[config.mk]
export PLATFORM = sky130hd
export DESIGN_NAME = hack_clk_monitor
export DESIGN_NICKNAME = d
export VERILOG_FILES = /design/src/rtl/hack_clk_monitor.sv
export SDC_FILE = /design/constraint.sdc
export NUM_CORES = 1
export LEC_CHECK = 0
export CAP_MARGIN = 0
export CELL_PAD_IN_SITES_DETAIL_PLACEMENT = 1
export CELL_PAD_IN_SITES_GLOBAL_PLACEMENT = 2
export CORE_AREA = 2 2 72 74
export CTS_CLUSTER_DIAMETER = 120
export DETAILED_ROUTE_END_ITERATION = 8
export DIE_AREA = 0 0 74 76
export GPL_ROUTABILITY_DRIVEN = 0
export GPL_TIMING_DRIVEN = 1
export PLACE_DENSITY_LB_ADDON = 0.1
export SYNTH_ARGS = -nofsm -noshare
export SYNTH_HDL_FRONTEND = slang
export SYNTH_SLANG_ARGS = --single-unit
[constraint.sdc]
create_clock -name clk -period 1.8 [get_ports clk]
set_clock_uncertainty 0.15 [all_clocks]
set_input_delay 0.45 -clock clk [delete_from_list [all_inputs] [get_ports clk]]
set_output_delay 0.45 -clock clk [all_outputs]
set_load 0.02 [all_outputs]
[src/rtl/hack_clk_monitor.sv]
// rtl/hack_clk_monitor.sv - Hack CPU clock edge detector, half-period meter and lock monitor (optional HACK_CLK_SYNC_EN input synchronizer)
module hack_clk_monitor #(
    parameter int EXPECTED_HALF = 31,
    parameter int TOLERANCE     = 2,
    parameter int LOCK_COUNT    = 4,
    parameter int CNT_W         = 8
) (
    input  logic             clk,
    input  logic             reset_n,
    input  logic             hack_clk_in,
    input  logic             err_clear,
    output logic             rise_pulse,
    output logic             fall_pulse,
    output logic [CNT_W-1:0] half_period,
    output logic             period_valid,
    output logic             locked,
    output logic             error
);

    localparam logic [1:0] S_IDLE   = 2'd0;
    localparam logic [1:0] S_TRACK  = 2'd1;
    localparam logic [1:0] S_LOCKED = 2'd2;

    localparam int GOOD_W = $clog2(LOCK_COUNT + 1);

    localparam logic [CNT_W:0] HALF_HI = (CNT_W+1)'(EXPECTED_HALF + TOLERANCE);
    localparam logic [CNT_W:0] HALF_LO = (EXPECTED_HALF > TOLERANCE) ?
                                         (CNT_W+1)'(EXPECTED_HALF - TOLERANCE) : '0;
    localparam logic [CNT_W-1:0]  CNT_MAX = '1;
    localparam logic [GOOD_W-1:0] LOCK_N  = GOOD_W'(LOCK_COUNT);

    logic              cond;
    logic              prev;
    logic              edge_det;
    logic [CNT_W-1:0]  cnt;
    logic [CNT_W:0]    cnt_ext;
    logic              good_half;
    logic              timeout;
    logic [1:0]        state;
    logic [1:0]        state_nxt;
    logic [GOOD_W-1:0] good;
    logic [GOOD_W-1:0] good_nxt;
    logic [GOOD_W-1:0] good_inc;
    logic              publish;
    logic              err_set;

`ifdef HACK_CLK_SYNC_EN
    logic [1:0] sync_q;

    always_ff @(posedge clk or negedge reset_n) begin
        if (!reset_n) begin
            sync_q <= '0;
        end else begin
            sync_q <= {sync_q[0], hack_clk_in};
        end
    end

    assign cond = sync_q[1];
`else
    assign cond = hack_clk_in;
`endif

    assign edge_det = cond ^ prev;
    assign cnt_ext  = {1'b0, cnt};
    assign good_inc = good + 1'b1;

    // cnt still holds the length of the half that just ended on the edge cycle
    always_comb begin
        good_half = (cnt_ext >= HALF_LO) && (cnt_ext <= HALF_HI);
        timeout   = !edge_det && (cnt_ext > HALF_HI);
    end

    always_comb begin
        state_nxt = state;
        good_nxt  = good;
        publish   = 1'b0;
        err_set   = 1'b0;
        case (state)
            S_IDLE: begin
                if (edge_det) begin
                    state_nxt = S_TRACK;
                    good_nxt  = '0;
                end
            end
            S_TRACK: begin
                if (edge_det) begin
                    publish = 1'b1;
                    if (good_half) begin
                        good_nxt = good_inc;
                        if (good_inc == LOCK_N) begin
                            state_nxt = S_LOCKED;
                        end
                    end else begin
                        good_nxt = '0;
                    end
                end else if (timeout) begin
                    state_nxt = S_IDLE;
                    good_nxt  = '0;
                end
            end
            S_LOCKED: begin
                if (edge_det) begin
                    publish = 1'b1;
                    if (!good_half) begin
                        err_set   = 1'b1;
                        state_nxt = S_TRACK;
                        good_nxt  = '0;
                    end
                end else if (timeout) begin
                    err_set   = 1'b1;
                    state_nxt = S_IDLE;
                    good_nxt  = '0;
                end
            end
            default: begin
                state_nxt = S_IDLE;
                good_nxt  = '0;
            end
        endcase
    end

    always_ff @(posedge clk or negedge reset_n) begin
        if (!reset_n) begin
            prev         <= 1'b0;
            cnt          <= '0;
            state        <= S_IDLE;
            good         <= '0;
            rise_pulse   <= 1'b0;
            fall_pulse   <= 1'b0;
            half_period  <= '0;
            period_valid <= 1'b0;
            locked       <= 1'b0;
            error        <= 1'b0;
        end else begin
            prev         <= cond;
            rise_pulse   <= edge_det & cond;
            fall_pulse   <= edge_det & ~cond;
            period_valid <= publish;
            state        <= state_nxt;
            good         <= good_nxt;
            locked       <= (state_nxt == S_LOCKED);
            if (edge_det) begin
                cnt <= {{(CNT_W-1){1'b0}}, 1'b1};
            end else if (cnt != CNT_MAX) begin
                cnt <= cnt + 1'b1;
            end
            if (publish) begin
                half_period <= cnt;
            end
            // a fault in the same cycle as a clear request must not be lost
            if (err_set) begin
                error <= 1'b1;
            end else if (err_clear) begin
                error <= 1'b0;
            end
        end
    end

endmodule

==> key figures <==
Run status
  – Status: complete, but fails checks
  – Failing checks: setup timing

STA
  – Period utilization: 107%
  – Post-Route Setup TNS: -388 ps
  – Setup violators final: 6
  – Final Hold Viols: 0
  – Final Max Slew Viols: 0
  – Unrepaired setup endpoints after global routing: yes
  – Worst slew margin: 71.2%
  – Final worst setup slack: -135 ps
  – Tmin final: 1930 ps
  – Maximum clock frequency: 0.517 GHz
  – Worst Tran Pin Value: 430 ps
  – Hold_ws: 345 ps

Pwr
  – Lkg Pwr: 1.01 nW
  – Sw Ratio: 30.2%
  – Pwr Density: 664 nW/um^2
  – VDD IR max: 0.291 mV
  – Flop pwr share: 48.0%
  – Switch Pwr: 0.429 mW
  – Gate power share: 27.0%
  – Int Pwr: 0.990 mW
  – Clock share of power: 25.0%

Min path
  – Hold Path Class: reg -> reg
  – Hold path startpoint: half_period[0]

CTS
  – CTS tree: done
  – Max clock buf depth: 2
  – Clk sinks: 27
  – TritonCTS Buffers: 3
  – Root Driver: clkbuf_8
  – Clock Latency Late Sink: 270 ps
  – Post-CTS Hold Buffers: 0
  – Clk slew on worst S/H paths: 100 ps
  – CTS H-tree depth: 1

Die
  – Die area: 5620 um^2
  – Io pins: 17
  – Chip Height: 76 um
  – Chip width: 74 um
  – Core area: 4910 um^2
  – Std-Cell Rows: 26
  – Initial Util: 30.2%

Finish
  – Nets: 210
  – Fraction of layout cells with a size suffix above 1: 37.1%
  – # fillers: 566
  – Area of the multi-input gates: 863 um^2
  – Reg area: 676 um^2
  – Final Non-Filler Cells: 264
  – Layout area overhead: 44.1%
  – N_diodes: 0

Synthesis
  – Top post-synthesis cells by area: dfrtp_1, ha_1, mux2_2, inv_1, o21ai_0
  – Sequential share of the synthesized area: 45.6%
  – Post-synth ARST share: 100%
  – Synthesized flop and latch total: 27
  – Post-Syn Nets: 160
  – Ys flop type: dfrtp_1
  – Cell Area, Synth: 1480 um^2
  – Largest family of logic cells by synthesized area: simple AND/OR/NAND/NOR gates
  – Synth Area in Simple Gates: 18.1%
  – Avg Inst Size Synth: 10.2 um^2
  – Post-synth EDFFs: 0
  – Synth Instances: 145
  – Synth cell count leaders: dfrtp_1, inv_1, ha_1
  – Count leader, synth: dfrtp_1
  – Compound-gate portion of the synthesized area: 14.4%
  – Netlist cell types: 43
  – Largest area contributor in the netlist: dfrtp_1
  – XOR/XNOR share of the synthesized area: 1.18%
  – Synth Area in Adders: 9.28%
  – Share of the synthesized area in the top cell type: 45.6%
  – Multiplexer area fraction after synthesis: 4.47%
  – Synthesis Warnings: 0

Setup path
  – FF-to-FF Start: cnt[0]
  – Setup Crit Path Kind: reg -> reg
  – Startpoint Class: flip-flop
  – CP arrival: 1950 ps
  – CP Max Fanout: 5
  – Worst EP required: 1820 ps
  – CP Launch Point: cnt[0]
  – Critical Path Sink Type: flip-flop

Place
  – HPWL Detailed: 2910 um
  – Inst Count DP: 255
  – Port Buffers: 16

Detailed routing
  – Vias: 1252
  – Post-route DRC: 0
  – DR vias/cell: 4.74
  – Initial DRC count: 68
  – Drt wl/cell: 15.0 um
  – Drt pass-1 iters: 4
  – Total Routed Length: 3950 um
  – Routed Antenna Nets: 0

Global routing
  – First-pass GRT wire length: 6780 um
  – Grt ovf: 0
  – GRT Total Usage: 15.4%
  – Initial antenna violation count: 0
  – Pin count of the biggest net entering global routing: 28
  – Number of global-route vias before repair: 1383

Job
  – Max cap viols: 0
==> cell type report <==
cell class,instances,share of cell area [%]
multi-input cells,98,40.4
flip-flops and latches,27,31.6
repair buffers,51,19.3
well taps,70,4.10
inverters,14,2.46
clock buffers,4,2.11
==> state kept, by name, summed over array words and instances, names as in the netlist <==
signal,count
prev,1
fall_pulse,1
half_period,8
period_valid,1
state,2
locked,1
cnt,8
rise_pulse,1
error,1
good,3
==> cell usage in the layout, fill, tap and decap left out, types with 2 or more instances in the layout <==
master	n
nor2_1	9
dlygate4sd2_1	14
nor3_1	3
o21ai_0	8
nor3b_1	2
ha_1	6
ha_4	4
and2_2	2
a21oi_1	4
buf_4	33
a31oi_1	3
o22ai_1	2
inv_1	12
clkdlybuf4s50_1	2
nor4_2	2
nand3_1	5
clkbuf_8	3
mux2_2	5
dfrtp_1	27
buf_6	2
inv_2	2
nand2b_1	2
nand2_1	8
==> power by group through the flow <==
stage / Sequential (mW) / Combinational [mW] / Clock, mW
after global routing: 0.688 / 0.424 / 0.387
after floorplan: 0.708 / 0.151 / 0
after CTS: 0.680 / 0.361 / 0.373
after global placement: 0.686 / 0.330 / 0
after detailed placement: 0.690 / 0.342 / 0
final: 0.681 / 0.383 / 0.354
==> layer usage <==
layer  global-route usage, %  up-vias  wire length (um)  share of wire, %
li1                        -      610                 -                 -
met1                    19.8      628              1780                45
met2                    26.3       12              2050                52
met3                    2.25        2                94               2.4
met4                    4.36        0                29              0.73
met5                       0        -                 0                 0
==> worst max-delay path: stages (launching register included) <==
cell and delay (ps):
dfrtp_1 410, buf_4 150, ha_4 160, and2b_2 220, nor3b_4 50, a22o_4 260, o31ai_4 190, and4bb_1 240
==> per-stage QoR <==
stage               worst slack (ps)  total power, mW  cell area, um^2  utilization (%)
global route                    -218             1.50             2140             43.5
floorplan                      -7.13            0.860             1500                -
detailed placement              -514             1.03             1920             39.1
global placement                -463             1.02             1920             39.1
CTS                             -129             1.41             2050             41.8
finish                          -135             1.42             2140             43.5
==> cells by family (layout without fill, tap and decap cells) <==
kind of cell               count (synthesis)  count (layout)
adders and majority gates                 11              11
and+or+nand+nor                           47              47
DFF                                       27              27
AOI/OAI and AO/OA                         32              32
muxes                                      6               6
xor gates and xnor gates                   2               2
buffers and inverters                     20              69
==> worst paths after layout <==
| path | slack [ps] | cells after the start | end |
|---|---|---|---|
| worst max-delay path | -130 | 7 | locked |
| worst min-delay path | 340 | 2 | half_period[0] |
| worst max register to register | -130 | 7 | locked |
| worst min register to register | 340 | 2 | half_period[0] |
| max in group asynchronous | 830 | 2 | cnt[6] |
| min in group asynchronous | 400 | 2 | rise_pulse |
==> repair_timing <==
item	CTS	global route
buffers inserted	2	3
pin swaps	8	4
resized for setup	30	9
endpoints found under the setup margin	29	14
No activity file was read; power rests on OpenSTA's default activity.
